## config.mk

```make
export PLATFORM = sky130hd
export DESIGN_NAME = pc_redirect_ctrl
export DESIGN_NICKNAME = d
export VERILOG_FILES = /design/src/rtl/pc_redirect_ctrl.sv
export SDC_FILE = /design/constraint.sdc
export NUM_CORES = 1
export LEC_CHECK = 0
export ABC_AREA = 1
export BUFFER_PORTS_ARGS = -buffer_cell sky130_fd_sc_hd__buf_2
export CORE_ASPECT_RATIO = 0.8
export CORE_MARGIN = 3
export CORE_UTILIZATION = 40
export DETAILED_ROUTE_END_ITERATION = 10
export PLACE_DENSITY = 0.67
export SLEW_MARGIN = 25
export SYNTH_ARGS = -nofsm -noshare
export SYNTH_HDL_FRONTEND = slang
export SYNTH_SLANG_ARGS = --single-unit
export TNS_END_PERCENT = 5
```

## constraint.sdc

```tcl
create_clock -name clk -period 1.7 [get_ports clk]
set_input_delay 0.17 -clock clk [delete_from_list [all_inputs] [get_ports clk]]
set_output_delay 0.17 -clock clk [all_outputs]
set_load 0.05 [all_outputs]
```

## src/rtl/pc_redirect_ctrl.sv

```systemverilog
// Fetch-PC owner and redirect controller between the execute and fetch stages.
// Optional redirect counter enabled by defining PC_REDIRECT_PERF_EN.
module pc_redirect_ctrl #(
    parameter int                 WIDTH        = 64,
    parameter logic [WIDTH-1:0]   RESET_PC     = WIDTH'(64'h0000_0000_8000_0000),
    parameter int                 FLUSH_CYCLES = 2
) (
    input  logic             clk,
    input  logic             rst,
    input  logic             branch_jump_en_i,
    input  logic [WIDTH-1:0] branch_jump_addr_i,
    input  logic             hold_pipeline_en_i,
    input  logic             halt_i,
    input  logic             fetch_ready_i,
    output logic             fetch_req_o,
    output logic [WIDTH-1:0] fetch_pc_o,
    output logic             flush_o,
    output logic             stall_o,
    output logic             misalign_o,
    output logic             halted_o,
    output logic [31:0]      redirect_cnt_o,
    output logic [1:0]       state_o
);

    typedef enum logic [1:0] {
        ST_RUN   = 2'd0,
        ST_FLUSH = 2'd1,
        ST_HALT  = 2'd2
    } state_e;

    state_e           state_q, state_d;
    logic [WIDTH-1:0] pc_q, pc_d;
    logic             req_q, req_d;
    logic             flush_q, flush_d;
    logic             misalign_q, misalign_d;
    logic             halted_q, halted_d;
    logic [3:0]       cnt_q, cnt_d;

    // Fetch handshake: a request is consumed on an edge where fetch_req_o & fetch_ready_i;
    // an unconsumed request keeps fetch_pc_o stable unless a redirect or halt overrides it.
    logic             accept;
    logic [WIDTH-1:0] target_pc;

    assign accept    = req_q & fetch_ready_i;
    assign target_pc = {branch_jump_addr_i[WIDTH-1:2], 2'b00};

    always_ff @(posedge clk) begin
        if (rst) begin
            state_q    <= ST_RUN;
            pc_q       <= RESET_PC;
            req_q      <= 1'b0;
            flush_q    <= 1'b0;
            misalign_q <= 1'b0;
            halted_q   <= 1'b0;
            cnt_q      <= 4'd0;
        end else begin
            state_q    <= state_d;
            pc_q       <= pc_d;
            req_q      <= req_d;
            flush_q    <= flush_d;
            misalign_q <= misalign_d;
            halted_q   <= halted_d;
            cnt_q      <= cnt_d;
        end
    end

    always_comb begin
        state_d = state_q;
        case (state_q)
            ST_RUN: begin
                if (halt_i)                state_d = ST_HALT;
                else if (branch_jump_en_i) state_d = (FLUSH_CYCLES > 1) ? ST_FLUSH : ST_RUN;
            end
            ST_FLUSH: begin
                if (halt_i)              state_d = ST_HALT;
                else if (cnt_q == 4'd0)  state_d = ST_RUN;
            end
            ST_HALT: state_d = ST_HALT;
            default: state_d = ST_RUN;
        endcase
    end

    always_comb begin
        pc_d       = pc_q;
        req_d      = req_q;
        flush_d    = flush_q;
        misalign_d = 1'b0;
        halted_d   = halted_q;
        cnt_d      = cnt_q;
        case (state_q)
            ST_RUN: begin
                if (halt_i) begin
                    req_d    = 1'b0;
                    flush_d  = 1'b1;
                    halted_d = 1'b1;
                end else if (branch_jump_en_i) begin
                    pc_d       = target_pc;
                    misalign_d = |branch_jump_addr_i[1:0];
                    flush_d    = 1'b1;
                    cnt_d      = 4'(FLUSH_CYCLES - 1);
                    req_d      = 1'b1;
                end else begin
                    req_d   = 1'b1;
                    flush_d = 1'b0;
                    if (accept && !hold_pipeline_en_i) pc_d = pc_q + WIDTH'(4);
                end
            end
            ST_FLUSH: begin
                if (halt_i) begin
                    req_d    = 1'b0;
                    flush_d  = 1'b1;
                    halted_d = 1'b1;
                end else begin
                    req_d = 1'b1;
                    if (accept) pc_d = pc_q + WIDTH'(4);
                    if (cnt_q == 4'd0) flush_d = 1'b0;
                    else               cnt_d   = cnt_q - 4'd1;
                end
            end
            ST_HALT: begin
                req_d    = 1'b0;
                flush_d  = 1'b0;
                halted_d = 1'b1;
            end
            default: begin
                req_d   = 1'b0;
                flush_d = 1'b0;
            end
        endcase
    end

`ifdef PC_REDIRECT_PERF_EN
    logic [31:0] redirect_cnt_q;
    logic        redirect_taken;

    assign redirect_taken = (state_q == ST_RUN) & ~halt_i & branch_jump_en_i;

    always_ff @(posedge clk) begin
        if (rst)                 redirect_cnt_q <= 32'd0;
        else if (redirect_taken) redirect_cnt_q <= redirect_cnt_q + 32'd1;
    end

    assign redirect_cnt_o = redirect_cnt_q;
`else
    assign redirect_cnt_o = 32'd0;
`endif

    // A held execute-stage request only freezes IF/ID while the controller is in RUN.
    assign stall_o = (req_q & ~fetch_ready_i)
                   | ((state_q == ST_RUN) & hold_pipeline_en_i & ~branch_jump_en_i);

    assign fetch_req_o = req_q;
    assign fetch_pc_o  = pc_q;
    assign flush_o     = flush_q;
    assign misalign_o  = misalign_q;
    assign halted_o    = halted_q;
    assign state_o     = state_q;

endmodule

```

==> impl_metrics.prom <==
# TYPE chip_impl_metric gauge
chip_impl_metric{name="synth-seq-area-share",unit="%"} 25.09
chip_impl_metric{name="worst-path-buf-inv",unit=""} 2
chip_impl_metric{name="number_of_flops_mapped_to_enable_cells_by_yosys",unit=""} 0
chip_impl_info{name="path_delay_family",value="simple AND/OR/NAND/NOR gates"} 1
chip_impl_metric{name="fp-row-count",unit=""} 38
chip_impl_metric{name="maximum_clock_skew_at_final_layout",unit="ps"} 8.673
chip_impl_metric{name="routed_wire_length_per_instance",unit="um"} 16.08
chip_impl_info{name="synth_top_flop_cell",value="sky130_fd_sc_hd__dfxtp_1"} 1
chip_impl_metric{name="setup_viol",unit=""} 3
chip_impl_metric{name="initial_core_util",unit="%"} 41.67
chip_impl_info{name="hp-class",value="primary input to register"} 1
chip_impl_info{name="yosysMostFrequentCell",value="sky130_fd_sc_hd__nand2_1"} 1
chip_impl_info{name="clock_tree.root_cell",value="sky130_fd_sc_hd__clkbuf_16"} 1
chip_impl_metric{name="crit_fanout",unit=""} 5
chip_impl_metric{name="detailed_place_hpwl",unit="um"} 17390
chip_impl_info{name="timing_worst_setup_path_type",value="register to register"} 1
chip_impl_metric{name="synthToLayoutAreaGrowth",unit="%"} 42.94
chip_impl_metric{name="htreeDepth",unit=""} 3
chip_impl_metric{name="clkTransAtPathRegs",unit="ps"} 70
chip_impl_metric{name="globalRoute.totalOverflow",unit=""} 0
chip_impl_info{name="endpoint_kind",value="register"} 1
chip_impl_metric{name="fin_ws",unit="ps"} -45.89
chip_impl_metric{name="clock_path_buffers",unit=""} 2
chip_impl_info{name="tritoncts",value="done"} 1
chip_impl_metric{name="layout-drive-gt1-share",unit="%"} 34.31
chip_impl_metric{name="finalWorstPathRequiredPeriod",unit="ps"} 1746
chip_impl_info{name="timing.critical_path.cells",value="buf_4, nand2_2, nor2_4, nand2_2, buf_4, nor3_2, nand3_1, nand3_1, nand2_1, a21oi_1"} 1
chip_impl_metric{name="worstSkewPairLatency",unit="ps"} 340
chip_impl_metric{name="first_pass_iters",unit=""} 5
chip_impl_info{name="synth_common_cells",value="sky130_fd_sc_hd__nand2_1, sky130_fd_sc_hd__nor2_1, sky130_fd_sc_hd__inv_1"} 1
chip_impl_info{name="outcome",value="complete, but fails checks"} 1
chip_impl_metric{name="place_worst_setup_slack",unit="ps"} -92.05
chip_impl_metric{name="clkSinkCount",unit=""} 72
chip_impl_metric{name="gr-usage-met1",unit="%"} 41.03
chip_impl_metric{name="final_cycle_share",unit="%"} 102.7
chip_impl_info{name="ys_top_cells_by_area",value="sky130_fd_sc_hd__dfxtp_1, sky130_fd_sc_hd__nand2_1, sky130_fd_sc_hd__nor2_1, sky130_fd_sc_hd__a21oi_1, sky130_fd_sc_hd__inv_1"} 1
chip_impl_metric{name="nets",unit=""} 1336
chip_impl_metric{name="syn_area_per_cell",unit="um^2"} 5.649
chip_impl_metric{name="synth.ff_latch_count",unit=""} 72
chip_impl_metric{name="coreArea",unit="um^2"} 13790
chip_impl_metric{name="fmax_achieved",unit="GHz"} 0.5728
chip_impl_metric{name="tritoncts.num_buffers",unit=""} 9
chip_impl_info{name="unrepaired_setup_endpoints_after_global_routing",value="yes"} 1
chip_impl_metric{name="synth_compound_gate_area_share",unit="%"} 13.89
chip_impl_metric{name="post-layout-total-power",unit="W"} 0.005345
chip_impl_metric{name="yosys_warnings",unit=""} 0
chip_impl_metric{name="multiInputGateArea",unit="um^2"} 3993
chip_impl_metric{name="maxCapViolations",unit=""} 0
chip_impl_metric{name="cp.required",unit="ps"} 1970
chip_impl_metric{name="critical_path_arrival",unit="ps"} 2020
chip_impl_metric{name="ant_nets",unit=""} 0
chip_impl_info{name="worst_path_max_delay_cell",value="sky130_fd_sc_hd__dfxtp_4"} 1
chip_impl_metric{name="gpl.final_weighted_congestion",unit=""} 0.9687
chip_impl_metric{name="port-buffer-count",unit=""} 138
chip_impl_metric{name="synth_async_sr_flop_share",unit="%"} 0
chip_impl_info{name="violations",value="negative setup slack"} 1
chip_impl_metric{name="fillers",unit=""} 1366
chip_impl_metric{name="grt_pass1_vias",unit=""} 6555
chip_impl_metric{name="grt_antenna_before_repair",unit=""} 0
chip_impl_metric{name="layout.cells.non_filler",unit=""} 1448
chip_impl_metric{name="detail_route.vias_per_cell",unit=""} 5.127
chip_impl_metric{name="report.final.hold_viol_count",unit=""} 0
chip_impl_metric{name="dieWidth",unit="um"} 140.0
chip_impl_metric{name="yosys.area_share.simple",unit="%"} 44.93
chip_impl_metric{name="global_routing_usage_on_met3",unit="%"} 3.676
chip_impl_info{name="critical_path_launch_point_type",value="register"} 1
chip_impl_metric{name="die_area",unit="um^2"} 15850
chip_impl_metric{name="track_usage",unit="%"} 27.59
chip_impl_metric{name="synth_fa_ha_area_share",unit="%"} 0.6533
chip_impl_metric{name="synth_cells",unit=""} 1017
chip_impl_info{name="synth_top_family_by_area",value="simple AND/OR/NAND/NOR gates"} 1
chip_impl_metric{name="yosysUniqueCellTypes",unit=""} 40
chip_impl_metric{name="grt.met2_usage",unit="%"} 41.43
chip_impl_metric{name="slowest_cell_delay_on_critical_path",unit="ps"} 360
chip_impl_metric{name="slew_viols_final",unit=""} 0
chip_impl_metric{name="grt_max_degree",unit=""} 75
chip_impl_metric{name="drcViolationCount",unit=""} 0
chip_impl_metric{name="vias",unit=""} 7424
chip_impl_metric{name="vdd_ir_drop_max",unit="V"} 0.0005255
chip_impl_metric{name="routed_wirelength",unit="um"} 23280
chip_impl_metric{name="r2r_slack",unit="ps"} -50
chip_impl_metric{name="register_area",unit="um^2"} 1495
chip_impl_info{name="global_route.peak_usage_layer",value="met2"} 1
chip_impl_metric{name="n_antenna_cell",unit=""} 0
chip_impl_metric{name="grt_pass1_wl",unit="um"} 34970
chip_impl_metric{name="synth_xor_area_share",unit="%"} 1.982
chip_impl_info{name="yosysTopAreaCell",value="sky130_fd_sc_hd__dfxtp_1"} 1
chip_impl_metric{name="synth_area",unit="um^2"} 5746
chip_impl_metric{name="share_of_the_synthesized_area_in_the_top_cell_type",unit="%"} 25.09
chip_impl_metric{name="postCtsHoldBufs",unit=""} 0
chip_impl_metric{name="detail_route.iter0.violations",unit=""} 593
chip_impl_metric{name="tns",unit="ps"} -76.85
chip_impl_metric{name="pwr_cell_area",unit="nW/um^2"} 650.8
chip_impl_metric{name="cellLeakagePower",unit="nW"} 3.666
chip_impl_metric{name="io_pins",unit=""} 173
chip_impl_metric{name="post_synth_mux_area_share",unit="%"} 0
chip_impl_metric{name="vertical_die_dimension",unit="um"} 113.2
chip_impl_metric{name="dp_cells",unit=""} 1421
registers in the layout, summed over array words and instances (netlist names):
name,cells
state_o,2
cnt_q,4
fetch_req_o,1
misalign_o,1
fetch_pc_o,62
halted_o,1
flush_o,1
what timing repair did:
action,4_1_cts,5_1_grt
cloned,0,2
endpoints found under the setup margin,21,63
resized for setup,9,110
pin swaps,2,24
buffers inserted,0,9
hold endpoints to repair,0,0
cell families (layout without fill, tap and decap cells):
| logic type | after synthesis | count (layout) |
|---|---|---|
| fa+ha+maj | 3 | 3 |
| buf+inv | 162 | 380 |
| simple gates | 613 | 613 |
| compound gates | 153 | 153 |
| flops | 72 | 72 |
| other cells | 1 | 34 |
| xor+xnor | 13 | 13 |
layout by cell type, fill, tap and decap left out, drive strengths merged:
cell	netlist	layout
o31ai	1	1
nand3	66	66
a31oi	2	2
buf	55	267
nand4	15	15
clkbuf	13	12
o21bai	2	2
o21ai	69	69
conb	1	34
nand2	311	311
xor2	8	8
a211oi	1	1
o211ai	7	7
dfxtp	72	72
nand3b	2	2
ha	3	3
a21oi	70	70
nor2	208	208
and2	1	1
clkinv	1	2
bufinv	0	2
a22oi	1	1
or2	4	4
nor3	6	6
xnor2	5	5
clkinvlp	0	3
inv	93	94
through the flow:
stage	hold WS [ps]	util [%]	cell area (um^2)
6_report	99.96	59.56	8213
5_1_grt	114.9	59.56	8213
4_1_cts	93.12	56.36	7771
3_5_place_dp	443.3	53.80	7418
3_3_place_gp	438.2	53.80	7418
2_1_floorplan	322.2	-	5921
worst register-to-register path: stages (launching register included):
cell                      delay, ps
sky130_fd_sc_hd__dfxtp_4        360
sky130_fd_sc_hd__buf_4          130
sky130_fd_sc_hd__nand2_2         60
sky130_fd_sc_hd__nor2_4         220
sky130_fd_sc_hd__nand2_2        120
sky130_fd_sc_hd__buf_4          160
sky130_fd_sc_hd__nor3_2         230
sky130_fd_sc_hd__nand3_1        110
sky130_fd_sc_hd__nand3_1        100
sky130_fd_sc_hd__nand2_1         50
sky130_fd_sc_hd__a21oi_1        130
final cells by class:
cell class	count	share of cell area, %
clock buffers	9	2.742
clock inverters	7	1.234
inverters	94	4.372
multi-input cells	816	48.61
flip-flops and latches	72	18.21
well taps	180	2.742
repair buffers	270	22.09
power by group:
part	leakage, nW	switching [W]	internal, W
clock network	0.153	0.000839	0.00130
logic	2.91	0.000926	0.000419
registers	0.603	0.0000869	0.00177
path summary, 6_finish.rpt:
| kind | cells past startpoint | to | from |
|---|---|---|---|
| worst max-delay path | 10 | fetch_pc_o[55]$_SDFFE_PP0P_ | fetch_pc_o[2]$_SDFFE_PP0P_ |
| worst min-delay path | 3 | misalign_o$_SDFF_PP0_ | branch_jump_addr_i[0] |
| worst max register to register | 10 | fetch_pc_o[55]$_SDFFE_PP0P_ | fetch_pc_o[2]$_SDFFE_PP0P_ |
| worst min register to register | 2 | halted_o$_SDFFE_PP0P_ | halted_o$_SDFFE_PP0P_ |
routing by layer:
layer  share of wire (%)  wire length, um
met5                   0                0
met4                 3.0              704
met1                  47            11010
met3                 7.4             1712
met2                  42             9860
Power figures use the tool's default switching activity.
